--- config.mk ---
export PLATFORM = sky130hd
export DESIGN_NAME = vga_scan_ctrl
export DESIGN_NICKNAME = d
export VERILOG_FILES = /design/src/rtl/vga_timing_pkg.sv /design/src/rtl/vga_axis_counter.sv /design/src/rtl/vga_scan_ctrl.sv
export SDC_FILE = /design/constraint.sdc
export NUM_CORES = 1
export LEC_CHECK = 0
export ABC_AREA = 1
export CAP_MARGIN = 20
export CORE_ASPECT_RATIO = 0.6
export CORE_MARGIN = 1
export CORE_UTILIZATION = 46
export CTS_BUF_LIST = sky130_fd_sc_hd__clkbuf_8
export CTS_CLUSTER_DIAMETER = 30
export DETAILED_ROUTE_END_ITERATION = 8
export HOLD_SLACK_MARGIN = 0.15
export PLACE_DENSITY = 0.78
export SYNTH_ARGS = -nofsm -noshare
export SYNTH_HDL_FRONTEND = slang
export SYNTH_SLANG_ARGS = --single-unit
--- constraint.sdc ---
create_clock -name clk -period 1.35 [get_ports clk]
set_input_delay 0.2025 -clock clk [delete_from_list [all_inputs] [get_ports clk]]
set_output_delay 0.2025 -clock clk [all_outputs]
set_load 0.1 [all_outputs]
--- src/rtl/vga_timing_pkg.sv ---
// Shared VGA timing constants, colour constants and the pixel colour type used
// by the scan controller and the renderers that feed it.
package vga_timing_pkg;

    localparam int COORD_W = 11;

    localparam int   DEF_CLK_DIV  = 4;
    localparam int   DEF_H_ACTIVE = 640;
    localparam int   DEF_H_FP     = 16;
    localparam int   DEF_H_SYNC   = 96;
    localparam int   DEF_H_BP     = 48;
    localparam int   DEF_V_ACTIVE = 480;
    localparam int   DEF_V_FP     = 10;
    localparam int   DEF_V_SYNC   = 2;
    localparam int   DEF_V_BP     = 33;
    localparam logic DEF_SYNC_POL = 1'b0;

    localparam int H_TOTAL = DEF_H_ACTIVE + DEF_H_FP + DEF_H_SYNC + DEF_H_BP;
    localparam int V_TOTAL = DEF_V_ACTIVE + DEF_V_FP + DEF_V_SYNC + DEF_V_BP;

    localparam logic [11:0] RED    = 12'hF00;
    localparam logic [11:0] GREEN  = 12'h0F0;
    localparam logic [11:0] BLUE   = 12'h00F;
    localparam logic [11:0] WHITE  = 12'hFFF;
    localparam logic [11:0] BLACK  = 12'h000;
    localparam logic [11:0] YELLOW = 12'hFF0;
    localparam logic [11:0] CYAN   = 12'h0FF;
    localparam logic [11:0] ROYAL  = 12'h46E;

    typedef struct packed {
        logic [3:0] r;
        logic [3:0] g;
        logic [3:0] b;
    } rgb444_t;

endpackage

--- src/rtl/vga_axis_counter.sv ---
// One scan axis: counts pixels (or lines) on each advance strobe and decodes
// the active region and sync window from the current count.
module vga_axis_counter
    import vga_timing_pkg::*;
#(
    parameter int   ACTIVE   = 640,
    parameter int   FP       = 16,
    parameter int   SYNC     = 96,
    parameter int   BP       = 48,
    parameter logic SYNC_POL = 1'b0
) (
    input  logic               clk,
    input  logic               rst,
    input  logic               adv_i,
    output logic [COORD_W-1:0] count_o,
    output logic               wrap_o,
    output logic               active_o,
    output logic               sync_o
);

    localparam logic [COORD_W-1:0] LAST       = COORD_W'(ACTIVE + FP + SYNC + BP - 1);
    localparam logic [COORD_W-1:0] ACT_END    = COORD_W'(ACTIVE);
    localparam logic [COORD_W-1:0] SYNC_START = COORD_W'(ACTIVE + FP);
    localparam logic [COORD_W-1:0] SYNC_END   = COORD_W'(ACTIVE + FP + SYNC);

    logic [COORD_W-1:0] cnt_q, cnt_d;

    always_ff @(posedge clk) begin
        if (rst) begin
            cnt_q <= '0;
        end else begin
            cnt_q <= cnt_d;
        end
    end

    always_comb begin
        cnt_d = cnt_q;
        if (adv_i) begin
            cnt_d = (cnt_q == LAST) ? '0 : cnt_q + 1'b1;
        end
    end

    assign count_o  = cnt_q;
    assign wrap_o   = adv_i && (cnt_q == LAST);
    assign active_o = (cnt_q < ACT_END);
    assign sync_o   = ((cnt_q >= SYNC_START) && (cnt_q < SYNC_END)) ? SYNC_POL : ~SYNC_POL;

endmodule

--- src/rtl/vga_scan_ctrl.sv ---
// VGA timing master: pixel-enable divider, scan coordinates, and registered
// RGB/sync pins one pixel behind the coordinates. Optional VGA_SCAN_BORDER_EN.
module vga_scan_ctrl
    import vga_timing_pkg::*;
#(
    parameter int   CLK_DIV  = DEF_CLK_DIV,
    parameter int   H_ACTIVE = DEF_H_ACTIVE,
    parameter int   H_FP     = DEF_H_FP,
    parameter int   H_SYNC   = DEF_H_SYNC,
    parameter int   H_BP     = DEF_H_BP,
    parameter int   V_ACTIVE = DEF_V_ACTIVE,
    parameter int   V_FP     = DEF_V_FP,
    parameter int   V_SYNC   = DEF_V_SYNC,
    parameter int   V_BP     = DEF_V_BP,
    parameter logic SYNC_POL = DEF_SYNC_POL
) (
    input  logic               clk,
    input  logic               rst,
    input  logic [11:0]        VGA_data,
    output logic [COORD_W-1:0] VGA_xpos,
    output logic [COORD_W-1:0] VGA_ypos,
    output logic               pix_en,
    output logic               frame_start,
    output logic               hsync,
    output logic               vsync,
    output logic [3:0]         vga_r,
    output logic [3:0]         vga_g,
    output logic [3:0]         vga_b
);

    localparam int DIV_W = $clog2(CLK_DIV);

    logic [DIV_W-1:0]   div_q, div_d;
    logic               first_q, first_d;
    rgb444_t            rgb_q, rgb_d;
    logic               hsync_q, hsync_d;
    logic               vsync_q, vsync_d;
    logic [COORD_W-1:0] h_cnt, v_cnt;
    logic               h_wrap, v_wrap, h_active, v_active, h_sync, v_sync;

    vga_axis_counter #(
        .ACTIVE(H_ACTIVE), .FP(H_FP), .SYNC(H_SYNC), .BP(H_BP), .SYNC_POL(SYNC_POL)
    ) u_h_axis (
        .clk(clk), .rst(rst), .adv_i(pix_en),
        .count_o(h_cnt), .wrap_o(h_wrap), .active_o(h_active), .sync_o(h_sync)
    );

    vga_axis_counter #(
        .ACTIVE(V_ACTIVE), .FP(V_FP), .SYNC(V_SYNC), .BP(V_BP), .SYNC_POL(SYNC_POL)
    ) u_v_axis (
        .clk(clk), .rst(rst), .adv_i(h_wrap),
        .count_o(v_cnt), .wrap_o(v_wrap), .active_o(v_active), .sync_o(v_sync)
    );

    assign pix_en      = (div_q == DIV_W'(CLK_DIV - 1));
    // first_q flags the pixel right after reset so it also counts as a frame start
    assign frame_start = pix_en && (v_wrap || first_q);

    always_comb begin
        div_d   = pix_en ? '0 : div_q + 1'b1;
        first_d = first_q && !pix_en;
        rgb_d   = rgb_q;
        hsync_d = hsync_q;
        vsync_d = vsync_q;
        if (pix_en) begin
            rgb_d = (h_active && v_active) ? rgb444_t'(VGA_data) : rgb444_t'(BLACK);
`ifdef VGA_SCAN_BORDER_EN
            if (h_active && v_active &&
                (h_cnt == '0 || h_cnt == COORD_W'(H_ACTIVE - 1) ||
                 v_cnt == '0 || v_cnt == COORD_W'(V_ACTIVE - 1))) begin
                rgb_d = rgb444_t'(WHITE);
            end
`endif
            hsync_d = h_sync;
            vsync_d = v_sync;
        end
    end

    always_ff @(posedge clk) begin
        if (rst) begin
            div_q   <= '0;
            first_q <= 1'b1;
            rgb_q   <= '0;
            hsync_q <= ~SYNC_POL;
            vsync_q <= ~SYNC_POL;
        end else begin
            div_q   <= div_d;
            first_q <= first_d;
            rgb_q   <= rgb_d;
            hsync_q <= hsync_d;
            vsync_q <= vsync_d;
        end
    end

    assign VGA_xpos = h_cnt;
    assign VGA_ypos = v_cnt;
    assign hsync    = hsync_q;
    assign vsync    = vsync_q;
    assign vga_r    = rgb_q.r;
    assign vga_g    = rgb_q.g;
    assign vga_b    = rgb_q.b;

endmodule

==> summary.txt, run 1 <==
Run status
  • Status: aborted with a tool error
  • Failing step: global routing (5_1_grt)
  • Stop err: [ERROR DPL-0038] Utilization greater than 100%, impossible to legalize

Synth
  • Yosys cell types: 35
  • EDFF count, synth: 0
  • Synth top area cells: dfxtp_1, nand2_1, nor2_1
  • Register area share after synthesis: 0.373
  • Synth Warn #: 0
  • Most frequent cell after synthesis: nand2_1
  • Mapped Nets: 313
  • Post-Syn Instances: 295
  • Synth top cells by count: nand2_1, nor2_1, dfxtp_1
  • Synthesized area: 0.00209 sq mm
  • Synth area leader: dfxtp_1
  • Post-synth ARST share: 0
  • Share of the synthesized area in the top cell type: 0.373
  • Number of synthesized register bits: 39
  • Syn Area/Cell: 7.09 sq um
  • Main synth FF type: dfxtp_1

Floorplan
  • IO Pins: 52
  • Initial Util: 0.494
  • Die span in x: 89.1 um
  • Core Rows: 18
  • Die extent in y: 54.2 um

CTS
  • Cts bufs inserted: 5
  • Number of clock sinks: 39
  • Clock tree buffer depth: 2
  • H-tree depth: 2
  • Root Buffer: clkbuf_8

GRT
  • Largest net degree at the start of global routing: 14

Placed design
  • GPL Wtd Cong: 0.927
  • Port bufs: 51
  • Placed instance area: 0.00350 sq mm
  • Post-DP HPWL: 5.31 mm

STA
  • Worst setup endpoint GRT: frame_start
  • Type of pin the worst path ends at: primary output
-- repair_timing --
item	4_1_cts
pin swaps	39
endpoints found under the setup margin	30
cloned	1
hold buffers	0
buffers inserted	19
gates resized for setup	65
-- through the flow --
step	TNS (ps)	setup slack (ps)	hold slack, ps	std cells	util
after floorplan	-4600	-443	361	295	-
after global placement	-438	-114	415	442	0.826
after detailed placement	-2260	-193	420	442	0.826
after CTS	-4890	-473	459	467	0.939
-- cells by family after synthesis --
| kind of cell | synth area share |
|---|---|
| flip-flops | 0.373 |
| XOR/XNOR | 0.0126 |
| buffers and inverters | 0.0873 |
| adder cells (fa/ha/maj) | 0.0239 |
| AND/OR/NAND/NOR | 0.401 |
| AO/OA/AOI/OAI | 0.102 |
==> run 2: changes to the inputs <==
- CORE_ASPECT_RATIO: 0.6 -> default
- CORE_UTILIZATION: 46 -> 40
- CTS_BUF_LIST: sky130_fd_sc_hd__clkbuf_8 -> default
- CTS_CLUSTER_DIAMETER: 30 -> default
- HOLD_SLACK_MARGIN: 0.15 -> default
- PLACE_DENSITY: 0.78 -> default
- PLACE_DENSITY_LB_ADDON: default -> 0.15
- clock period: 1.35 -> 1.8 ns (I/O delays scaled with it)
==> run 2 against run 1 <==
  * The flow now finishes, with violations (setup timing)
  * Synthesized cell count unchanged
  * Synthesized area unchanged
==> summary.txt, run 2 <==
Synth
  • Main synth FF type: dfxtp_1 (unchanged)
  • EDFF count, synth: 0 (unchanged)
  • Number of synthesized register bits: 39 (unchanged)
  • Synth top area cells: dfxtp_1, nand2_1, nor2_1 (unchanged)
  • Synth top cells by count: nand2_1, nor2_1, dfxtp_1 (unchanged)
  • Post-synth ARST share: 0 (unchanged)
  • Most frequent cell after synthesis: nand2_1 (unchanged)
  • Syn Area/Cell: 7.09 sq um (unchanged)
  • Yosys cell types: 35 (unchanged)
  • Post-Syn Instances: 295 (unchanged)
  • Synth area leader: dfxtp_1 (unchanged)
  • Synthesized area: 0.00209 sq mm (unchanged)
  • Register area share after synthesis: 0.373 (unchanged)
  • Mapped Nets: 313 (unchanged)
  • Synth Warn #: 0 (unchanged)
  • Share of the synthesized area in the top cell type: 0.373 (unchanged)

Cells and area
  • Nets: 381
  • Antenna diodes: 0
  • Commonest non-fill, non-tap cell in the layout: nand2_1
  • Fillers: 444
  • Post-Layout Cell Count: 431
  • Area of the multi-input gates: 0.00119 sq mm
  • Layout Utilization: 0.631
  • Most frequent cells in the layout: nand2_1, nor2_1, buf_4
  • Storage element area: 823 sq um
  • Fraction of layout cells with a size suffix above 1: 0.368
  • Synth-to-layout area growth: 47.2%

Floorplan
  • Core Area: 0.00488 sq mm
  • Die area: 0.00552 sq mm
  • Core Rows: 25 (was 18)
  • Initial Util: 0.429 (was 0.494)
  • Die span in x: 74.3 um (was 89.1 um)
  • Die extent in y: 74.3 um (was 54.2 um)
  • IO Pins: 52 (unchanged)

GRT
  • First-pass GRT wire length: 9.11 mm
  • GRT Util Overall: 0.217
  • Vias in the first global route: 2005
  • Met3 usage: 0.0569
  • Most Used Layer, Global Route: met2
  • Met2 GRT Util: 0.362
  • Grt ovf: 0
  • GR met1 Demand/Resource: 0.266
  • Antenna violations before repair: 0
  • Largest net degree at the start of global routing: 16

Route
  • Vias: 2059
  • Final WL: 5.27 mm
  • DRC: 0
  • 1st-pass router iterations: 4
  • Initial drt markers: 162
  • Routed vias/inst: 4.78
  • Drt wl/cell: 12.2 um
  • Final ANT Viol Nets: 0

STA
  • Endpoints failing hold: 0
  • Worst-Margin Slew: 763 ps
  • Worst Skew: 5.93 ps
  • Fin crit period: 1830 ps
  • Final Cycle Share: 1.02
  • Setup TNS Final: -31.5 ps
  • RSZ-0062 raised after global routing: yes
  • Slew headroom: 0.490
  • Setup Viol. Count Final: 1
  • Worst hold slack: 430 ps
  • Setup ws final: -31.5 ps
  • Slew Viols, Final: 0
  • FMAX: 546 MHz

CTS
  • Clock tree buffer depth: 2 (unchanged)
  • Root Buffer: clkbuf_8 (unchanged)
  • Cts bufs inserted: 5 (unchanged)
  • H-tree depth: 2 (unchanged)
  • Worst-Skew Late Latency: 300 ps
  • Hold buffers post-CTS: 0 (unchanged)
  • Clock transition at the registers of the reported paths: 80 ps
  • Number of clock sinks: 39 (unchanged)
  • CTS tree: yes

Run status
  • Violated checks: setup timing
  • Status: finished, violations left (was aborted with a tool error)

Placed design
  • GPL Wtd Cong: 0.897 (was 0.927)
  • Port bufs: 51 (unchanged)
  • Post-DP HPWL: 3.88 mm (was 5.31 mm)
  • Placed Cells: 413 (was 442)

Power and ir drop
  • Power Density: 568 mW/mm^2
  • Tot Pwr: 1750 uW
  • Cell leakage power: 0.00133 uW
  • Worst VDD drop: 0.000459 V

Hold path
  • Min-delay worst type: reg -> reg
  • Hold Crit Start: div_q[0]

Worst setup path
  • CP Class: reg -> out
  • Worst setup EP type: output pin
  • Worst setup SP type: flip-flop
  • CP Data Arrival Time: 1560 ps
  • Start of the worst register-to-register path: u_v_axis.count_o[0]
  • Crit path required time: 1530 ps
  • Worst-path maximum fanout: 2
  • Critical Path Start: u_v_axis.count_o[0]

Job
  • MaxCap Viol Count: 0
-- run 2: power breakdown --
part / internal (uW) / leakage [uW] / switching (uW)
sequential: 877 / 0.000329 / 13.7
clock: 270 / 0.0000402 / 328
combinational: 85.1 / 0.000957 / 175
-- run 2: worst max-delay path: stages, from the launching register on --
cell	delay, ps
dfxtp_4	360
inv_4	60
ha_4	130
nand2_2	40
nor3_2	120
nand2_2	100
nor2_4	130
inv_2	60
o21ai_4	70
buf_12	190
-- run 2: worst paths after layout --
kind / endpoint / slack, ps / cells past startpoint
max reg2reg: u_v_axis.count_o[10] / 290 / 7
min: div_q[0] / 430 / 1
max: frame_start / -30 / 9
min reg2reg: div_q[0] / 430 / 1
-- run 2: stage by stage --
| stage | setup slack (ps) | area (sq um) |
|---|---|---|
| after floorplan | -63.8 | 2160 |
| after global placement | 188 | 2870 |
| after detailed placement | 149 | 2870 |
| after CTS | -55.0 | 3070 |
| after global routing | -120 | 3080 |
| final | -31.5 | 3080 |
-- run 2: cells by family (layout without fill, tap and decap cells) --
logic type,Yosys count,after routing,synth area share
fa+ha+maj,4,4,0.0239
buf+inv,41,110,0.0873
flops,39,39,0.373
xor+xnor,3,3,0.0126
simple gates,176,176,0.401
compound gates,32,32,0.102
-- run 2: area by class of cell --
| type | count | share of cell area |
|---|---|---|
| Inverter | 34 | 0.0439 |
| Timing Repair Buffer | 68 | 0.245 |
| Tap cell | 67 | 0.0272 |
| Multi-Input combinational cell | 215 | 0.387 |
| Clock inverter | 3 | 0.00650 |
| Sequential cell | 39 | 0.267 |
| Clock buffer | 5 | 0.0223 |
-- run 2: what timing repair did --
action / CTS / global route
pin swaps: 5 / 4
setup buffers: 9 / 1
setup endpoints to repair: 1 / 1
resized for setup: 11 / 1
-- run 2: layer usage --
| layer | vias up | wire length, um |
|---|---|---|
| met4 | 0 | 113 |
| met5 | - | 0 |
| met1 | 918 | 2390 |
| met3 | 11 | 282 |
| met2 | 58 | 2480 |
| li1 | 1072 | - |
Power figures use the tool's default switching activity.
==> run 3: changes to the inputs <==
- RECOVER_POWER: default -> 100
- SKIP_CTS_REPAIR_TIMING: default -> 1
==> run 3 against run 2 <==
  * The run still ends with setup timing left
  * Critical endpoint unchanged
  * Sequential power about the same
  * Largest cell class unchanged
  * Via count increased by 1.0%
  * Cell count increased by 0.93%
  * Utilization increased by 0.21 points
  * Clock skew decreased by 0.89 ps
  * Critical path depth unchanged
  * Worst hold slack improved by 7.9 ps
  * Largest power group unchanged
==> summary.txt, run 3 (same netlist as run 2, synthesis figures left out) <==
Run status
  • Status: finished, violations left (unchanged)
  • Violated checks: setup timing (unchanged)

Route
  • 1st-pass router iterations: 5 (was 4)
  • DRC: 0 (unchanged)
  • Final WL: 5.18 mm (was 5.27 mm)
  • Vias: 2080 (was 2059)
  • Routed vias/inst: 4.78 (about the same)
  • Final ANT Viol Nets: 0 (unchanged)
  • Initial drt markers: 157 (was 162)
  • Drt wl/cell: 11.9 um (was 12.2 um)

Placed design
  • Port bufs: 51 (unchanged)
  • Post-DP HPWL: 3.88 mm (unchanged)
  • GPL Wtd Cong: 0.897 (unchanged)
  • Placed instance area: 0.00287 sq mm (unchanged)
  • Pre-CTS setup slack: 149 ps (unchanged)
  • Placed Cells: 413 (unchanged)

CTS
  • Worst-Skew Late Latency: 300 ps (about the same)
  • Cts bufs inserted: 5 (unchanged)
  • CTS tree: yes (unchanged)
  • H-tree depth: 2 (unchanged)
  • Number of clock sinks: 39 (unchanged)
  • Root Buffer: clkbuf_8 (unchanged)
  • Clock transition at the registers of the reported paths: 80 ps (about the same)
  • Clock tree buffer depth: 2 (unchanged)

Cells and area
  • Most frequent cells in the layout: nand2_1, nor2_1, buf_4 (unchanged)
  • Final instance area: 0.00309 sq mm (was 0.00308 sq mm)
  • Post-Layout Cell Count: 435 (was 431)
  • Commonest non-fill, non-tap cell in the layout: nand2_1 (unchanged)
  • Synth-to-layout area growth: 47.7% (was 47.2%)
  • Fillers: 441 (was 444)
  • Fraction of layout cells with a size suffix above 1: 0.370 (was 0.368)
  • Nets: 385 (was 381)
  • Storage element area: 822 sq um (was 823 sq um)
  • Layout Utilization: 0.633 (was 0.631)
  • Antenna diodes: 0 (unchanged)
  • Area of the multi-input gates: 0.00119 sq mm (unchanged)

Worst setup path
  • Start of the worst register-to-register path: u_v_axis.count_o[9] (was u_v_axis.count_o[0])
  • Crit path required time: 1530 ps (about the same)
  • Crit path cell chain: inv_4, ha_4, nand2_2, nor3_2, nand2_2, nor2_4, inv_2, o21ai_4, buf_12 (unchanged)
  • Worst setup SP type: flip-flop (unchanged)
  • Worst setup EP type: output pin (unchanged)
  • Worst-path maximum fanout: 3 (was 2)
  • CP Data Arrival Time: 1610 ps (was 1560 ps)
  • FF-to-FF End: vga_b[2] (was u_v_axis.count_o[10])
  • Reg2Reg Depth: 6 (was 7)
  • Slowest CP cell: dfxtp_4 (unchanged)
  • Most used cell, CP: nand2_2 (unchanged)
  • Crit path largest cell delay: 360 ps (about the same)
  • Flop-to-flop setup slack: 310 ps (was 290 ps)
  • CP Class: reg -> out (unchanged)

STA
  • Slew Viols, Final: 0 (unchanged)
  • RSZ-0062 raised after global routing: yes (unchanged)
  • Final Cycle Share: 1.04 (was 1.02)
  • Fin crit period: 1880 ps (was 1830 ps)
  • Setup TNS Final: -78.4 ps (was -31.5 ps)
  • Setup ws final: -78.4 ps (was -31.5 ps)
  • Worst Skew: 5.04 ps (was 5.93 ps)
  • Setup Viol. Count Final: 1 (unchanged)
  • FMAX: 532 MHz (was 546 MHz)
  • Worst-Margin Slew: 767 ps (was 763 ps)
  • Endpoints failing hold: 0 (unchanged)
  • Slew headroom: 0.487 (was 0.490)

GRT
  • First-pass GRT wire length: 8.67 mm (was 9.11 mm)
  • Grt ovf: 0 (unchanged)
  • Largest net degree at the start of global routing: 16 (unchanged)
  • GRT Util Overall: 0.207 (was 0.217)
  • Antenna violations before repair: 0 (unchanged)
  • Vias in the first global route: 1933 (was 2005)

Floorplan
  • Die span in x: 74.3 um (unchanged)
  • IO Pins: 52 (unchanged)
  • Core Area: 0.00488 sq mm (unchanged)
  • Initial Util: 0.429 (unchanged)
  • Die extent in y: 74.3 um (unchanged)
  • Core Rows: 25 (unchanged)
  • Die area: 0.00552 sq mm (unchanged)

Power and ir drop
  • Worst VDD drop: 0.000456 V (was 0.000459 V)
  • Cell leakage power: 0.00133 uW (about the same)
  • Power Density: 568 mW/mm^2 (about the same)

Hold path
  • Min-Delay Endpoint: div_q[0] (unchanged)
  • Hold Crit Depth: 1 (unchanged)
  • Min-delay worst type: reg -> reg (unchanged)
  • Hold Crit Start: div_q[0] (unchanged)

Job
  • MaxCap Viol Count: 0 (unchanged)
-- run 3: cell count changes in the layout (fill, tap and decap cells not counted) --
cell | before | now
buf_12 | 17 | 16
buf_4 | 38 | 41
clkbuf_1 | 0 | 1
clkbuf_2 | 0 | 1
dlygate4sd3_1 | 0 | 1
dfxtp_2 | 19 | 18
clkdlybuf4s50_1 | 13 | 12
dfxtp_1 | 15 | 16
-- run 3: routing by layer --
| metal | part of all wire | wire (um) | GRT usage |
|---|---|---|---|
| met1 | 0.46 | 2360 | 0.256 |
| met2 | 0.47 | 2450 | 0.340 |
| met3 | 0.054 | 277 | 0.0583 |
| met4 | 0.017 | 87 | 0.0839 |
| met5 | 0 | 0 | 0 |
-- run 3: report_power, final --
part,leakage [uW],internal (uW),total [uW],switching [uW]
registers,0.000328,877,890,13.6
clock network,0.0000402,270,598,328
logic,0.000966,90.7,266,175
total,0.00133,1240,1750,517
-- run 3: through the flow --
stage | power [uW] | hold slack (ps)
2_1_floorplan | 1090 | 408
3_3_place_gp | 1170 | 412
3_5_place_dp | 1170 | 422
4_1_cts | 1770 | 434
5_1_grt | 1820 | 455
6_report | 1750 | 438
-- run 3: layout make-up --
type	count	share of cell area
sequential	39	0.266
clock inverter	3	0.00648
inverter	34	0.0437
tap	67	0.0271
timing repair buffer	72	0.248
multi-input combinational	215	0.386
clock buffer	5	0.0223
-- run 3: worst max path at each step --
stage | startpoint | end | slack, ps
6_report | u_v_axis.count_o[1] | frame_start | -80
5_1_grt | u_v_axis.count_o[1] | frame_start | -140
4_1_cts | u_v_axis.count_o[1] | frame_start | -210
3_5_place_dp | u_v_axis.count_o[1] | frame_start | 150
3_3_place_gp | u_v_axis.count_o[1] | frame_start | 190
2_1_floorplan | div_q[1] | frame_start | -60
-- run 3: critical path: cells and delay by family, from the launching register on --
| kind | cells | cell delay [ps] |
|---|---|---|
| flip-flops | 1 | 360 |
| AND/OR/NAND/NOR | 4 | 420 |
| AO/OA/AOI/OAI | 1 | 70 |
| buffers and inverters | 3 | 320 |
| adder cells (fa/ha/maj) | 1 | 130 |
